### src/rtl/pg_flr_pkg.sv
// Shared types and widths for the PR-slot FLR event serializer.
// Event state machine, VF-number width and the merge counter limits live here.
package pg_flr_pkg;

    localparam int VF_NUM_W    = 7;
    localparam int MERGE_CNT_W = 8;

    typedef enum logic [1:0] {
        IDLE,
        SEND,
        HOLD,
        GAP
    } flr_state_e;

    function automatic int idx_width(input int n);
        return (n > 1) ? $clog2(n) : 1;
    endfunction

    // VF numbers are 1-based: port index 0 is reported as VF 1
    function automatic logic [VF_NUM_W-1:0] vf_num_of(input int idx);
        return VF_NUM_W'(idx + 1);
    endfunction

endpackage

### src/rtl/pg_flr_event_serializer_if.sv
// Event offer/accept handshake between the serializer and the FLR consumer.
interface pg_flr_event_serializer_if;
    import pg_flr_pkg::*;

    logic                o_flr_valid;
    logic [VF_NUM_W-1:0] o_flr_vf_num;
    logic                i_flr_ack;
    logic                o_flr_active;

    modport master (
        output o_flr_valid,
        output o_flr_vf_num,
        output o_flr_active,
        input  i_flr_ack
    );

    modport slave (
        input  o_flr_valid,
        input  o_flr_vf_num,
        input  o_flr_active,
        output i_flr_ack
    );

endinterface

### src/rtl/pg_rr_arb.sv
// Combinational round-robin selector: the search starts one past the last
// served index and wraps at N; returns a one-hot grant and its index.
module pg_rr_arb #(
    parameter int N     = 1,
    parameter int IDX_W = 1
) (
    input  logic [N-1:0]     req,
    input  logic [IDX_W-1:0] last,
    output logic [N-1:0]     grant,
    output logic [IDX_W-1:0] idx
);

    logic [IDX_W-1:0] start;
    logic [N-1:0]     rotated;
    logic [IDX_W:0]   pos;
    logic             found;

    // Rotate the requests so the preferred port sits at bit 0, then take the
    // first set bit and map it back to an absolute port index.
    always_comb begin
        start   = (int'(last) >= N - 1) ? '0 : last + IDX_W'(1);
        rotated = N'({req, req} >> start);
        grant   = '0;
        idx     = '0;
        pos     = '0;
        found   = 1'b0;
        for (int i = 0; i < N; i++) begin
            if (!found && rotated[i]) begin
                found = 1'b1;
                pos   = {1'b0, start} + (IDX_W + 1)'(i);
                if (pos >= (IDX_W + 1)'(N)) begin
                    pos = pos - (IDX_W + 1)'(N);
                end
                idx   = pos[IDX_W-1:0];
                grant = N'(1) << pos;
            end
        end
    end

endmodule

### src/rtl/pg_flr_event_serializer.sv
// Turns per-port VF FLR assertions into a serialized stream of FLR events,
// one at a time, with coalescing, round-robin fairness and a HOLD watchdog.
module pg_flr_event_serializer
    import pg_flr_pkg::*;
#(
    parameter int PG_NUM_PORTS   = 1,
    parameter int TIMEOUT_CYCLES = 4096
) (
    input  logic                    clk,
    input  logic                    reset,
    input  logic [PG_NUM_PORTS-1:0] i_vf_rst_n,
    input  logic                    i_err_clr,
    output logic [PG_NUM_PORTS-1:0] o_pending,
    output logic [MERGE_CNT_W-1:0]  o_merge_cnt,
    output logic                    o_timeout_err,
    pg_flr_event_serializer_if.master flr
);

    localparam int IDX_W = idx_width(PG_NUM_PORTS);
    localparam int WD_W  = $clog2(TIMEOUT_CYCLES);

    flr_state_e              state;
    logic [PG_NUM_PORTS-1:0] vf_q;
    logic [PG_NUM_PORTS-1:0] fall;
    logic [PG_NUM_PORTS-1:0] merge;
    logic [PG_NUM_PORTS-1:0] clear_mask;
    logic [PG_NUM_PORTS-1:0] grant;
    logic [PG_NUM_PORTS-1:0] winner_oh;
    logic [IDX_W-1:0]        grant_idx;
    logic [IDX_W-1:0]        last_idx;
    logic [WD_W-1:0]         wd;
    logic [6:0]              merge_add;
    logic [MERGE_CNT_W:0]    merge_sum;
    logic                    take;

    pg_rr_arb #(
        .N     (PG_NUM_PORTS),
        .IDX_W (IDX_W)
    ) u_arb (
        .req   (o_pending),
        .last  (last_idx),
        .grant (grant),
        .idx   (grant_idx)
    );

    // A bit cleared by the arbiter in the same cycle it re-asserts is a fresh
    // event rather than a merge, so it is excluded from the merge count.
    always_comb begin
        fall       = vf_q & ~i_vf_rst_n;
        take       = (state == IDLE) && (|o_pending);
        clear_mask = take ? grant : '0;
        merge      = fall & o_pending & ~clear_mask;
        merge_add  = '0;
        for (int i = 0; i < PG_NUM_PORTS; i++) begin
            merge_add = merge_add + {6'b0, merge[i]};
        end
        merge_sum = {1'b0, o_merge_cnt} + {2'b0, merge_add};
    end

    always_ff @(posedge clk or posedge reset) begin
        if (reset) begin
            vf_q        <= '1;
            o_pending   <= '0;
            o_merge_cnt <= '0;
        end else begin
            vf_q      <= i_vf_rst_n;
            o_pending <= (o_pending & ~clear_mask) | fall;
            if (i_err_clr) begin
                o_merge_cnt <= '0;
            end else if (merge_sum[MERGE_CNT_W]) begin
                o_merge_cnt <= '1;
            end else begin
                o_merge_cnt <= merge_sum[MERGE_CNT_W-1:0];
            end
        end
    end

    // The timeout assignment follows the clear so a coincident timeout wins.
    always_ff @(posedge clk or posedge reset) begin
        if (reset) begin
            state             <= IDLE;
            winner_oh         <= '0;
            last_idx          <= '0;
            wd                <= '0;
            flr.o_flr_valid   <= 1'b0;
            flr.o_flr_vf_num  <= '0;
            flr.o_flr_active  <= 1'b0;
            o_timeout_err     <= 1'b0;
        end else begin
            if (i_err_clr) begin
                o_timeout_err <= 1'b0;
            end
            case (state)
                IDLE: begin
                    if (take) begin
                        winner_oh        <= grant;
                        last_idx         <= grant_idx;
                        flr.o_flr_vf_num <= vf_num_of(int'(grant_idx));
                        flr.o_flr_valid  <= 1'b1;
                        state            <= SEND;
                    end
                end
                SEND: begin
                    if (flr.i_flr_ack) begin
                        flr.o_flr_valid  <= 1'b0;
                        flr.o_flr_active <= 1'b1;
                        wd               <= '0;
                        state            <= HOLD;
                    end
                end
                HOLD: begin
                    if (|(vf_q & winner_oh)) begin
                        flr.o_flr_active <= 1'b0;
                        flr.o_flr_vf_num <= '0;
                        state            <= GAP;
                    end else if (wd == WD_W'(TIMEOUT_CYCLES - 1)) begin
                        o_timeout_err    <= 1'b1;
                        flr.o_flr_active <= 1'b0;
                        flr.o_flr_vf_num <= '0;
                        state            <= GAP;
                    end else begin
                        wd <= wd + WD_W'(1);
                    end
                end
                GAP: begin
                    state <= IDLE;
                end
                default: begin
                    state <= IDLE;
                end
            endcase
        end
    end

endmodule

### src/flat_wrapper.sv
// flat-port wrapper written by rule: the top's interface ports become plain ports
module pg_flr_event_serializer_flat import pg_flr_pkg::*;
#(
    parameter int PG_NUM_PORTS   = 1,
    parameter int TIMEOUT_CYCLES = 4096
)
  (clk, reset, i_vf_rst_n, i_err_clr, o_pending, o_merge_cnt, o_timeout_err, flr_o_flr_valid, flr_o_flr_vf_num, flr_o_flr_active, flr_i_flr_ack);
  pg_flr_event_serializer_if flr_i ();
  input  logic clk;
  input  logic reset;
  input  logic [PG_NUM_PORTS-1:0] i_vf_rst_n;
  input  logic i_err_clr;
  output logic [PG_NUM_PORTS-1:0] o_pending;
  output logic [MERGE_CNT_W-1:0] o_merge_cnt;
  output logic o_timeout_err;
  output wire logic [$bits(flr_i.o_flr_valid)-1:0] flr_o_flr_valid;
  output wire logic [$bits(flr_i.o_flr_vf_num)-1:0] flr_o_flr_vf_num;
  output wire logic [$bits(flr_i.o_flr_active)-1:0] flr_o_flr_active;
  input wire logic [$bits(flr_i.i_flr_ack)-1:0] flr_i_flr_ack;
  assign flr_o_flr_valid = flr_i.o_flr_valid;
  assign flr_o_flr_vf_num = flr_i.o_flr_vf_num;
  assign flr_o_flr_active = flr_i.o_flr_active;
  assign flr_i.i_flr_ack = flr_i_flr_ack;
  pg_flr_event_serializer #(.PG_NUM_PORTS(PG_NUM_PORTS), .TIMEOUT_CYCLES(TIMEOUT_CYCLES)) u_core (.clk(clk), .reset(reset), .i_vf_rst_n(i_vf_rst_n), .i_err_clr(i_err_clr), .o_pending(o_pending), .o_merge_cnt(o_merge_cnt), .o_timeout_err(o_timeout_err), .flr(flr_i));
endmodule
### config.mk
export PLATFORM = sky130hd
export DESIGN_NAME = pg_flr_event_serializer_flat
export DESIGN_NICKNAME = d
export VERILOG_FILES = /design/src/rtl/pg_flr_pkg.sv /design/src/rtl/pg_flr_event_serializer_if.sv /design/src/rtl/pg_rr_arb.sv /design/src/rtl/pg_flr_event_serializer.sv /design/src/flat_wrapper.sv
export SDC_FILE = /design/constraint.sdc
export NUM_CORES = 1
export LEC_CHECK = 0
export CORE_ASPECT_RATIO = 0.8
export CORE_MARGIN = 4
export CORE_UTILIZATION = 54
export DETAILED_ROUTE_END_ITERATION = 10
export PLACE_DENSITY = 0.79
export SLEW_MARGIN = 5
export SYNTH_ARGS = -nofsm -noshare
export SYNTH_HDL_FRONTEND = slang
export SYNTH_HIERARCHICAL = 1
export SYNTH_SLANG_ARGS = --single-unit
### constraint.sdc
create_clock -name clk -period 2.2 [get_ports clk]
set_input_delay 0.22 -clock clk [delete_from_list [all_inputs] [get_ports clk]]
set_output_delay 0.22 -clock clk [all_outputs]
set_load 0.03 [all_outputs]
==> qor.yml <==
status: "complete, no violations"
multiInputGateArea_sq_um: 903
fin_skew_ps: 4.42
placement_rows: 18
grt_pass1_wl_um: 7130
seqCellArea_sq_um: 752
cts_tree: "built"
core_sq_um: 3110
worstMarginPinSlew_ps: 568
first_pass_iters: 4
path_cells: "inv_1, ha_2, nand2_1, nand2_1, nor2_1, ha_2, ha_2, inv_1, nor2_4, nand4_1, buf_4, a21oi_1"
r2r_end: "u_core/o_merge_cnt[1]$_DFF_PP0_"
finalHoldViolCount: 0
holdBufCountCts: 0
synth_area_sq_um: 1760
first_global_vias: 1488
setup_viol: 0
yosysWarnings: 6
fin_crit_ps: 2120
num_vias: 1530
slowest_stage: "dfrtp_1"
root_buffer: "clkbuf_8"
maxSlewViolCount: 0
gr-total-overflow: 0
final_nets: 228
clkTransAtPathRegs_ps: 70
cts_buffers: 5
worstReg2RegStart: "u_core/state[0]$_DFFE_PP0P_"
htreeDepth: 2
power_density_nw_per_um2: 1090
die_height_um: 59.0
rrSetupSlack_ps: 80
drtIter0Drc: 192
die_w_um: 71.7
ctsLongestPathBuffers: 2
ff2ff_path_depth: 12
startpoint_type: "flop"
clock_latency_ps: 290
crit_fanout: 6
clkSinkCount: 30
drc: 0
critPathKind: "flop to flop"
final_antenna_net_count: 0
antenna_found_initial: 0
viasPerCell: 5.95
grt_max_degree: 19
start_util_pct: 56.5
cp.arrival_ps: 2330
synth_cells: 190
syn2layout_area_growth_pct: 20.2
routed_wl_um: 4200
gr-usage-all-layers_pct: 21.9
boundaryPins: 24
endpoint_kind: "flop"
drv_cap: 0
die-area_sq_um: 4230
antennaDiodeCount: 0
port_buffers: 18
timing.final.crit_share_pct: 96.3
wl_per_cell_um: 16.3
irDropWorstVdd_v: 0.000784
postLayoutCellArea_sq_um: 2110
cellLeakagePower_nw: 0.874
holdCritPathClass: "input pin to async pin"
relSlewSlack_pct: 62.1
critPathRequiredTime_ps: 2410
setup_tns_ps: 0
crit_top_cell: "ha_2"
postPlaceCellArea_sq_um: 1960
fmax_mhz: 472
gp_congestion: 0.883
drive_gt1_share_pct: 13.4
max_stage_delay_ps: 390
nFillCells: 250
syn_area_per_cell_sq_um: 9.24
dp_hpwl_um: 3040
[timing repair]
item | 4_1_cts | 5_1_grt
pin swaps | 1 | 3
resized for setup | 1 | 4
buffers inserted | 1 | 4
endpoints found under the setup margin | 6 | 8
[layout make-up]
cell class / instances / share of cell area [%]
Clock buffer: 6 / 3.91
Clock inverter: 2 / 0.593
Inverter: 11 / 1.96
Multi-Input combinational cell: 140 / 42.8
Sequential cell: 30 / 35.6
Tap cell: 40 / 2.37
Timing Repair Buffer: 28 / 12.7
[registers in the layout (all words and copies together) (netlist names)]
signal                   flops
u_core/flr.o_flr_vf_num      2
u_core/flr.o_flr_valid       1
u_core/o_pending             1
u_core/wd                   12
u_core/o_merge_cnt           8
u_core/winner_oh             1
u_core/o_timeout_err         1
u_core/flr.o_flr_active      1
u_core/vf_q                  1
u_core/state                 2
[where the power goes]
part	internal [mW]	total [mW]	switching (mW)	leakage, nW
registers	0.669	0.796	0.126	0.393
clock network	0.251	0.467	0.216	0.0472
logic	0.416	1.04	0.621	0.434
total	1.34	2.30	0.964	0.874
[layer usage]
layer	GRT usage [%]	vias to the layer above	routed length [um]
met5	0	-	0
met4	9.12	0	51
met3	5.25	6	253
met2	35.1	48	2060
met1	28.8	745	1830
li1	-	731	-
[critical path: cells and delay by family, from the launching register on]
family	cells	cell delay (ps)
buffers and inverters	3	360
flip-flops	1	390
AO/OA/AOI/OAI	1	160
adder cells (fa/ha/maj)	3	610
AND/OR/NAND/NOR	5	520
[metrics by stage]
step / power, mW / cells / util [%] / hold slack (ps) / setup WS, ps
after floorplan: 1.49 / 194 / - / 224 / 204
after global placement: 1.74 / 244 / 63.1 / 495 / 120
after detailed placement: 1.80 / 244 / 63.1 / 518 / -120
after CTS: 2.28 / 253 / 66.5 / 313 / 21.6
after global routing: 2.45 / 257 / 67.9 / 360 / -30.7
final: 2.30 / 257 / 67.9 / 294 / 80.7
[layout by cell type, fill, tap and decap left out, types with 3 or more instances in the layout]
cell type,count
dfrtp_1,29
nand2_1,24
clkdlybuf4s50_1,18
nand3_1,11
inv_1,11
a21oi_1,11
buf_4,9
nand2b_1,7
nor3_1,7
clkbuf_8,6
o21ai_0,6
o211ai_1,6
conb_1,6
nor2_1,4
ha_1,4
and3_1,3
a31oi_1,3
a22o_1,3
nand4_1,3
o311ai_0,3
ha_2,3
[how the worst max path moves through the flow]
stage / startpoint / to / slack, ps / depth (start not counted)
2_1_floorplan: u_core/o_pending$_DFF_PP0_ / u_core/o_merge_cnt[0]$_DFF_PP0_ / 200 / 10
3_3_place_gp: i_vf_rst_n / u_core/o_merge_cnt[0]$_DFF_PP0_ / 120 / 9
3_5_place_dp: i_vf_rst_n / u_core/o_merge_cnt[1]$_DFF_PP0_ / -120 / 9
4_1_cts: u_core/state[0]$_DFFE_PP0P_ / u_core/o_merge_cnt[1]$_DFF_PP0_ / 20 / 12
5_1_grt: u_core/state[0]$_DFFE_PP0P_ / u_core/o_merge_cnt[1]$_DFF_PP0_ / -30 / 12
6_report: u_core/state[0]$_DFFE_PP0P_ / u_core/o_merge_cnt[1]$_DFF_PP0_ / 80 / 12
(Power assumes the default switching activity.)
